==> src/rtl/shift_rotate_sequencer.sv <==
// shift_rotate_sequencer
//   Multi-cycle variable shift/rotate unit. A single 16-bit datapath stage is
//   run four times. The step on iteration k is 2^k bits, applied only when
//   bit k of the latched count is set. Valid/ready handshakes on both sides
//   let the surrounding pipeline stall on it.
//
// Ports
//   clk        rising-edge clock
//   rst        asynchronous, active-high reset
//   in_valid   request valid
//   in_ready   block can accept a request (high only in IDLE)
//   in_data    16-bit operand
//   in_cnt     shift/rotate amount, 0-15
//   in_op      00 ROL, 01 SLL, 10 ROR, 11 SRL
//   out_valid  result valid (high in DONE)
//   out_ready  consumer accepts result
//   out_data   result, held until the next result is written
//   busy       high in SHIFT or DONE
//
// Parameters
//   FAST_ZERO  when 1, a count of 0 skips SHIFT and goes straight to DONE

module shift_rotate_sequencer #(
  parameter bit FAST_ZERO = 1'b0
) (
  input  logic        clk,
  input  logic        rst,
  input  logic        in_valid,
  output logic        in_ready,
  input  logic [15:0] in_data,
  input  logic [3:0]  in_cnt,
  input  logic [1:0]  in_op,
  output logic        out_valid,
  input  logic        out_ready,
  output logic [15:0] out_data,
  output logic        busy
);

  typedef enum logic [1:0] {StIdle, StShift, StDone} state_e;

  localparam logic [1:0] OpRol = 2'b00;
  localparam logic [1:0] OpSll = 2'b01;
  localparam logic [1:0] OpRor = 2'b10;
  localparam logic [1:0] OpSrl = 2'b11;

  state_e      state_q, state_d;
  logic [1:0]  k_q, k_d;
  logic [15:0] work_q, work_d;
  logic [3:0]  cnt_q, cnt_d;
  logic [1:0]  op_q, op_d;
  logic [15:0] out_data_q, out_data_d;
  logic [15:0] step_res;

  // One datapath stage: move w by s bits according to op.
  function automatic logic [15:0] shift_step(input logic [15:0] w, input logic [1:0] op,
                                             input logic [4:0] s);
    logic [31:0] dbl;
    logic [15:0] res;
    dbl = 32'd0;
    res = w;
    unique case (op)
      OpRol: begin
        dbl = {w, w} << s;
        res = dbl[31:16];
      end
      OpSll: res = w << s;
      OpRor: begin
        dbl = {w, w} >> s;
        res = dbl[15:0];
      end
      OpSrl: res = w >> s;
      default: res = w;
    endcase
    return res;
  endfunction

  // Stage k moves by 2^k only when the matching count bit is set.
  always_comb begin
    step_res = work_q;
    if (cnt_q[k_q]) begin
      step_res = shift_step(work_q, op_q, 5'd1 << k_q);
    end
  end

  // State and datapath registers.
  always_ff @(posedge clk or posedge rst) begin
    if (rst) begin
      state_q    <= StIdle;
      k_q        <= 2'd0;
      work_q     <= 16'd0;
      cnt_q      <= 4'd0;
      op_q       <= 2'd0;
      out_data_q <= 16'd0;
    end else begin
      state_q    <= state_d;
      k_q        <= k_d;
      work_q     <= work_d;
      cnt_q      <= cnt_d;
      op_q       <= op_d;
      out_data_q <= out_data_d;
    end
  end

  // Next-state and datapath updates.
  always_comb begin
    state_d    = state_q;
    k_d        = k_q;
    work_d     = work_q;
    cnt_d      = cnt_q;
    op_d       = op_q;
    out_data_d = out_data_q;
    case (state_q)
      StIdle: begin
        if (in_valid) begin
          work_d = in_data;
          cnt_d  = in_cnt;
          op_d   = in_op;
          k_d    = 2'd0;
          if (FAST_ZERO && (in_cnt == 4'd0)) begin
            out_data_d = in_data;
            state_d    = StDone;
          end else begin
            state_d = StShift;
          end
        end
      end
      StShift: begin
        work_d = step_res;
        k_d    = k_q + 2'd1;
        if (k_q == 2'd3) begin
          out_data_d = step_res;
          state_d    = StDone;
        end
      end
      StDone: begin
        if (out_ready) begin
          state_d = StIdle;
        end
      end
      default: state_d = StIdle;
    endcase
  end

  // Outputs decode straight from the state register so reset drops them at once.
  always_comb begin
    in_ready  = (state_q == StIdle);
    out_valid = (state_q == StDone);
    busy      = (state_q != StIdle);
    out_data  = out_data_q;
  end

endmodule
==> config.mk <==
export PLATFORM = sky130hd
export DESIGN_NAME = shift_rotate_sequencer
export DESIGN_NICKNAME = d
export VERILOG_FILES = /design/src/rtl/shift_rotate_sequencer.sv
export SDC_FILE = /design/constraint.sdc
export NUM_CORES = 1
export LEC_CHECK = 0
export CELL_PAD_IN_SITES_DETAIL_PLACEMENT = 1
export CELL_PAD_IN_SITES_GLOBAL_PLACEMENT = 2
export CORE_MARGIN = 2
export CORE_UTILIZATION = 39
export CTS_CLUSTER_SIZE = 30
export DETAILED_ROUTE_END_ITERATION = 7
export DONT_BUFFER_PORTS = 1
export GPL_ROUTABILITY_DRIVEN = 0
export PLACE_DENSITY_LB_ADDON = 0.1
export SLEW_MARGIN = 0
export SYNTH_ARGS = -nofsm -noshare
export SYNTH_HDL_FRONTEND = slang
export SYNTH_SLANG_ARGS = --single-unit
==> constraint.sdc <==
create_clock -name clk -period 3.35 [get_ports clk]
set_input_delay 0.335 -clock clk [delete_from_list [all_inputs] [get_ports clk]]
set_output_delay 0.335 -clock clk [all_outputs]
set_load 0.005 [all_outputs]
### After elaboration in Yosys (flattened, before gate mapping)

Cells that the tools add are included.

* bits in registers: 42
* bits of input ports: 26
* output and inout port bits: 19
* word-level logic and storage cells: 42

* add/sub/neg operators: 1
* magnitude comparators: 1
* equal/unequal tests: 9
* shift-type cells: 5
* mux-type cells: 12
* reduce and logical (&&, ||, !) cells: 8

Operators with widths (count)
* 16-bit case mux with 4 select lines: 1
* 16-bit two-way mux: 2
* 16-bit case mux with 2 select lines: 1
* 32-bit by 5-bit left shift with 32-bit output: 1
* 32-bit by 5-bit >> shifter with 16-bit output: 1
* 16-bit by 5-bit left shift with 16-bit output: 1
* 16-bit by 5-bit >> shifter with 16-bit output: 1
* 2-bit equality test (second input constant): 4
* 2-bit two-way mux: 4
* 2-bit case mux with 3 select lines: 1
* 2-bit AND reduction: 3
* 1-bit by 2-bit left shift with 5-bit output (first input constant): 1
* 2-bit by 1-bit equality test with 1-bit output (second input constant): 2
* 2-bit zero test: 2
* 2-bit inequality test (second input constant): 2
* 2-bit case mux with 2 select lines: 1
* 2-bit nonzero test: 2
* 2-bit by 3-bit < comparator with 1-bit output (second input constant): 1
* 3-bit AND reduction: 1
* 2-bit by 1-bit adder with 2-bit output (second input constant): 1
* 1-bit binary-select mux with 2-bit select: 1
* 2-bit by 1-bit inequality test with 1-bit output (second input constant): 1
* 1-bit two-way mux: 1

### Logic depth before layout (Yosys ltp)

Gate-level depths: netlist of the first run.

* depth in word-level cells: 5
* depth in mapped cells: 12
* gate-level depth less buffers: 8

### Worst setup path before layout of the first run

No wires, ideal clock.

* path kind: register to register
* start: register k_q[1]
* end: register work_q[9]
* setup time: 0.126 ns
* arrival time: 2.257 ns
* required time: 3.224 ns
* path slack: 0.967 ns
* cell stages (with the launch flop): 10
* path buffers: 1
* clock period less this slack: 2.383 ns
* path through: dfrtp_1 inv_1 ha_1 buf_6 mux4_2 mux2_2 a32o_1 a31oi_1 a21oi_1 a221o_1

* word-level cells in the longest chain between the ends: 5
* elaborated cells between the ends (all ways): 10
* classes of those cells: shift (5); mux (5)

Ends and longest elaborated chain
* start: declaration: RTL line 47 `logic [1:0] k_q, k_d;`
* start signal: assignment: RTL line 96 `k_q <= k_d;`
* 1-bit by 2-bit left shift with 5-bit output: RTL line 81 `step_res = shift_step(work_q, op_q, 5'd1 << k_q);`
* 16-bit by 5-bit >> shifter with 16-bit output (tied with other cells): RTL line 71 `OpSrl: res = w >> s;`
* 16-bit case mux with 4 select lines: RTL line 61 `unique case (op)`
* 16-bit two-way mux *: RTL line 80 `if (cnt_q[k_q]) begin`
* 16-bit case mux with 2 select lines *: RTL line 112 `case (state_q)`
* end signal: assignment: RTL line 97 `work_q <= work_d;`
* end: declaration: RTL line 48 `logic [15:0] work_q, work_d;`

Every way passes the cells marked *; elsewhere a longest branch is shown, timed or not. The select of a mux whose other input is x is not followed.
A chain may end at the register's enable or synchronous reset.

### Worst setup path in the final report of the first run

* start: register k_q[1]
* end: register out_data_q[0] (netlist: out_data[0])

* word-level cells in the longest chain between the ends: 4
* elaborated cells between the ends (all ways): 11
* classes of those cells: eq/ne (1); shift (5); mux (4); reduce/logical (1)

Ends and longest elaborated chain
* 1-bit by 2-bit left shift with 5-bit output: RTL line 81
* 16-bit by 5-bit >> shifter with 16-bit output (tied with other cells): RTL line 71
* 16-bit case mux with 4 select lines: RTL line 61
* 16-bit two-way mux: RTL line 80
* end signal: assignment: RTL line 100 `out_data_q <= out_data_d;`
* end: declaration: RTL line 51 `logic [15:0] out_data_q, out_data_d;`

Parallel ways exist; a longest one is shown, timed or not. The select of a mux whose other input is x is not followed.

==> impl_metrics.tcl, run 1 <==
set metrics [dict create \
    cts_buffer_depth 2 \
    path_buf_inv 1 \
    synth_warnings 0 \
    synth_most_common_cell "nand2_1" \
    ff2ff_path_depth 8 \
    ys_types 64 \
    path_class "reg2reg" \
    numPortBuffers 0 \
    cts_setup_buffers 0 \
    drt_wl_total_um 19400 \
    synth_edf_count 0 \
    grt_max_degree 43 \
    drtIter0Drc 373 \
    setup_viol 0 \
    antenna_found_initial 0 \
    rows 39 \
    clk_latency_ns 0.29 \
    crit_fanout 19 \
    finalClockSkew_ns 0.00437 \
    final_nets 551 \
    setup_slack_ns 0.247 \
    dp.final_hpwl_um 14300 \
    die_area_mm2 0.0124 \
    hold_path_class "in2async" \
    grt_pass1_vias 4853 \
    drc_errors 0 \
    preCtsSetupSlack_ns 0.0937 \
    grt_first_pass_wirelength_um 30000 \
    fp.coreArea_mm2 0.0114 \
    vias_per_cell 7.11 \
    worstPathRequired_ns 3.51 \
    worst_pin_slew_ns 0.920 \
    max_slew_margin_pct 38.6 \
    cts_tree "yes" \
    min_period_ns 3.10 \
    crit_slowest_cell "ha_2" \
    initial_core_util_pct 39.7 \
    synth_cells 545 \
    root_buffer "clkbuf_16" \
    crit_path_max_incr_delay_ns 0.64 \
    postRouteAntennaNets 0 \
    critical-path-top-delay-family "multiplexers" \
    synth_top_area_share_pct 23.3 \
    syn_area_mm2 0.00451 \
    cts_hold_buf 0 \
    r2r_end "out_data[0]" \
    drive_above_1_share_pct 13.6 \
    synth_commonest_cells "nand2_1 (71), mux2i_1 (49), nor2_1 (43)" \
    synth-seq-cells 42 \
    r2r_slack_ns 0.25 \
    drt-wirelength-per-cell_um 29.3 \
    io-pin-count 45 \
    firstDrtPassIters 5 \
    die_y_um 112 \
    via_count 4722 \
    finalHoldViolCount 0 \
    syn2layout_area_growth_pct 6.24 \
    path_clk_slew_ns 0.06 \
    synth-main-ff-cell "dfrtp_1" \
    yosysTopAreaCell "dfrtp_1" \
    worstPathArrival_ns 3.26 \
    grt_usage_pct 31.4 \
    diodes 0 \
    grt_overflow 0 \
    final_max_slew_viol_count 0 \
    cp-start-kind "flop" \
    htree_levels 2 \
    clock.fmax_mhz 322 \
    die_w_um 112 \
    setup-tns-final_ns 0 \
    rsz0062_at_grt "false" \
    end_kind "flop" \
    cap_violations 0 \
    ys_top_cells_by_area "dfrtp_1 (23%), mux2i_1 (11%), mux4_2 (9.5%)" \
    numClockSinks 42 \
    ys_seq_area_share_pct 23.3 \
    holdWs_ns 0.117 \
    async_flop_share_pct 100 \
    numCtsBuffers 5 \
    period_share_pct 92.6 \
    timing.rr.start "k_q[1]" \
    syn-num-nets 576 \
    postSynthAreaPerCell_um2 8.27 \
    status "complete, no violations" \
    crit_chain "inv_1 -> ha_2 -> mux2i_1 -> mux4_2 -> nor2_1 -> a311o_1 -> nor3_1 -> o21ai_1" \
]
[kinds of logic (layout without fill, tap and decap cells)]
logic type / count (synthesis) / after routing / synth area share (%)
compound gates: 166 / 166 / 25.0
fa+ha+maj: 5 / 5 / 1.39
buf+inv: 66 / 42 / 7.05
flops: 42 / 42 / 23.3
mux: 88 / 88 / 25.4
simple gates: 178 / 178 / 17.9
[cell usage in the layout, fill, tap and decap left out, types with 3 or more instances in the layout]
cell type and instances:
a32oi_1 3, mux2_2 9, or3_1 6, mux2i_1 49
nor2_1 43, nand2_1 71, o22ai_1 20, o211ai_1 5
and2_1 4, a21o_1 5, mux2_1 11, nand3_1 13
o32ai_1 4, a311o_1 4, and3_1 3, nor3_1 11
o221ai_1 4, a21oi_1 23, a31oi_1 9, clkbuf_16 5
a22oi_1 9, a211oi_1 6, mux4_2 19, o21ai_0 20
nand2b_1 12, o21ai_1 18, o31ai_1 6, dfrtp_1 42
inv_2 3, inv_1 5, nor2b_1 7, buf_4 25
[repair_timing]
action / 4_1_cts / 5_1_grt
endpoints found under the hold margin: 0 / 0
gates resized for setup: 0 / 5
endpoints found under the setup margin: 0 / 6
[worst max-delay path by stage]
stage               startpoint     endpoint  slack [ns]  cells after the start
floorplan               k_q[1]    work_q[9]        0.97                      9
global placement        k_q[0]   work_q[14]       0.002                     10
detailed placement      k_q[0]  out_data[0]        0.09                      8
CTS                     k_q[0]  out_data[0]        0.08                      8
global route            k_q[1]  out_data[0]        0.07                      8
finish                  k_q[1]  out_data[0]        0.25                      8
[routing by layer]
metal	vias to the layer above	GRT usage [%]	routed length, µm
met1	2394	43.6	8390
met3	56	7.02	1820
li1	2011	-	-
met4	0	13.0	708
met5	-	0	0
met2	261	47.6	8500
[stage by stage]
| step | cells | utilization (%) | cell area [µm²] |
|---|---|---|---|
| floorplan | 545 | - | 4510 |
| global placement | 656 | 40.4 | 4600 |
| detailed placement | 656 | 40.4 | 4600 |
| CTS | 664 | 41.9 | 4760 |
| global route | 664 | 42.1 | 4790 |
| finish | 664 | 42.1 | 4790 |
[layout make-up]
class                   count  area, µm²
repair buffers             25        188
well taps                 143        179
fillers                  1352       6580
flip-flops and latches     42       1050
clock buffers               7        133
inverters                   9       33.8
multi-input cells         437       3180
clock inverters             1       30.0
[registers in the layout, summed over array words and instances, names as in the netlist]
| register | flops |
|---|---|
| op_q | 2 |
| k_q | 2 |
| state_q | 2 |
| out_data | 16 |
| work_q | 16 |
| cnt_q | 4 |
Power of run 1 is not shown: default switching activity piles up to over one toggle a cycle in this logic, so the estimate is an artifact.
==> inputs of run 2 (changes only) <==
--- a/config.mk
+++ b/config.mk
@@ -7,7 +7,7 @@
 export LEC_CHECK = 0
 export CELL_PAD_IN_SITES_DETAIL_PLACEMENT = 1
 export CELL_PAD_IN_SITES_GLOBAL_PLACEMENT = 2
-export CORE_MARGIN = 2
+export CORE_MARGIN = 5
 export CORE_UTILIZATION = 39
 export CTS_CLUSTER_SIZE = 30
 export DETAILED_ROUTE_END_ITERATION = 7
==> run 2 against run 1 <==
Compared with the run above:
- maximum frequency shrank 2.3%
- clock-buffer cell count shrank 1
- register-to-register slack lost 0.07 ns
- critical path depth grew 1
- global-route usage shrank 3.3 points
- cell area grew 2.0%
- wire length grew 1.6%
- worst setup slack lost 0.072 ns
- core utilization grew 0.84 points
- non-clock buffer count grew 13
==> impl_metrics.tcl, run 2 (synthesis gave the netlist of run 1 again) <==
set metrics [dict create \
    finalClockSkew_ns 0.00487 \
    numClockSinks 42 \
    layout_common_cells "nand2_1 (71), mux2i_1 (49), nor2_1 (43)" \
    drt-wirelength-per-cell_um 29.1 \
    drc_errors 0 \
    min_period_ns 3.18 \
    max_slew_margin_pct 38.5 \
    finalHoldViolCount 0 \
    setup_viol 0 \
    end_kind "flop" \
    final_nets 564 \
    cts_tree "yes" \
    syn2layout_area_growth_pct 8.35 \
    die_w_um 118 \
    io-pin-count 45 \
    cts_hold_buf 0 \
    multi_input_area_mm2 0.00315 \
    postRouteAntennaNets 0 \
    rsz0062_at_grt "false" \
    worstPathRequired_ns 3.51 \
    mostFrequentLayoutCell "nand2_1" \
    numPortBuffers 0 \
    met3WireLength_um 2020 \
    vias_per_cell 6.88 \
    crit_fanout 11 \
    drt_wl_total_um 19700 \
    grt_max_degree 43 \
    path_buf_inv 2 \
    cts_buffer_depth 2 \
    diodes 0 \
    clock.fmax_mhz 315 \
    status "complete, no violations" \
    wl_met2_um 8810 \
    crit_slowest_cell "ha_1" \
    cts_resized 0 \
    initial_core_util_pct 39.7 \
    period_share_pct 94.8 \
    numCtsBuffers 5 \
    place_area_mm2 0.00472 \
    rows 39 \
    final-seq-area_mm2 0.00105 \
    crit_path_max_incr_delay_ns 0.60 \
    via_count 4660 \
    drive_above_1_share_pct 15.4 \
    grt_pass1_vias 4828 \
    cap_violations 0 \
    worstPathArrival_ns 3.33 \
    met1Wirelength_um 8200 \
    routed.top_layer "met4" \
    grt_first_pass_wirelength_um 30300 \
    critical-path-top-delay-family "multiplexers" \
    die_area_mm2 0.0138 \
    cp-start-kind "flop" \
    root_buffer "clkbuf_16" \
    htree_levels 2 \
    firstDrtPassIters 5 \
    finalInstanceArea_mm2 0.00489 \
    path_clk_slew_ns 0.06 \
    final_max_slew_viol_count 0 \
    crit_chain "inv_1 -> ha_1 -> buf_4 -> mux2i_1 -> mux4_2 -> nor2_1 -> a311o_1 -> nor3_1 -> o21ai_1" \
    path_class "reg2reg" \
    grt_usage_pct 28.1 \
    n_fill_cell 1371 \
    clk_latency_ns 0.29 \
    antenna_found_initial 0 \
    hold_path_class "in2async" \
    dp.final_hpwl_um 14600 \
    fp.coreArea_mm2 0.0114 \
    worst_pin_slew_ns 0.921 \
    die_y_um 118 \
    drtIter0Drc 427 \
    grt_overflow 0 \
    cts_setup_buffers 0 \
    setup-tns-final_ns 0 \
]
run 2: per-stage QoR:
stage          utilization [%]  cells  setup WS [ns]  hold slack [ns]
2_1_floorplan                -    545          0.967            0.440
3_3_place_gp              41.5    669          0.261            0.444
3_5_place_dp              41.5    669          0.220            0.454
4_1_cts                   43.0    677          0.220            0.152
5_1_grt                   43.0    677         0.0166            0.164
6_report                  43.0    677          0.175            0.123
run 2: worst paths after layout:
check | end | cells past startpoint | slack [ns] | startpoint
min in group clk | cnt_q[1] | 2 | 0.16 | in_cnt[1]
setup / recovery | out_data[0] | 9 | 0.17 | k_q[1]
hold reg to reg | cnt_q[0] | 2 | 0.48 | cnt_q[0]
max in group asynchronous | op_q[1] | 1 | 2.64 | rst
setup reg to reg | out_data[0] | 9 | 0.17 | k_q[1]
hold / removal | out_data[3] | 1 | 0.12 | rst
run 2: area by class of cell:
class	instances	share of cell area (%)
multi-input cells	437	64.4
flip-flops and latches	42	21.5
repair buffers	38	6.35
well taps	143	3.66
clock buffers	6	2.64
clock inverters	2	0.768
inverters	9	0.691
run 2: layer usage:
| metal | GRT usage, % | vias to the layer above |
|---|---|---|
| li1 | - | 2026 |
| met1 | 38.1 | 2321 |
| met2 | 43.8 | 255 |
| met3 | 6.58 | 58 |
| met4 | 10.0 | 0 |
| met5 | 0 | - |
Power of run 2 is left out for the same reason.
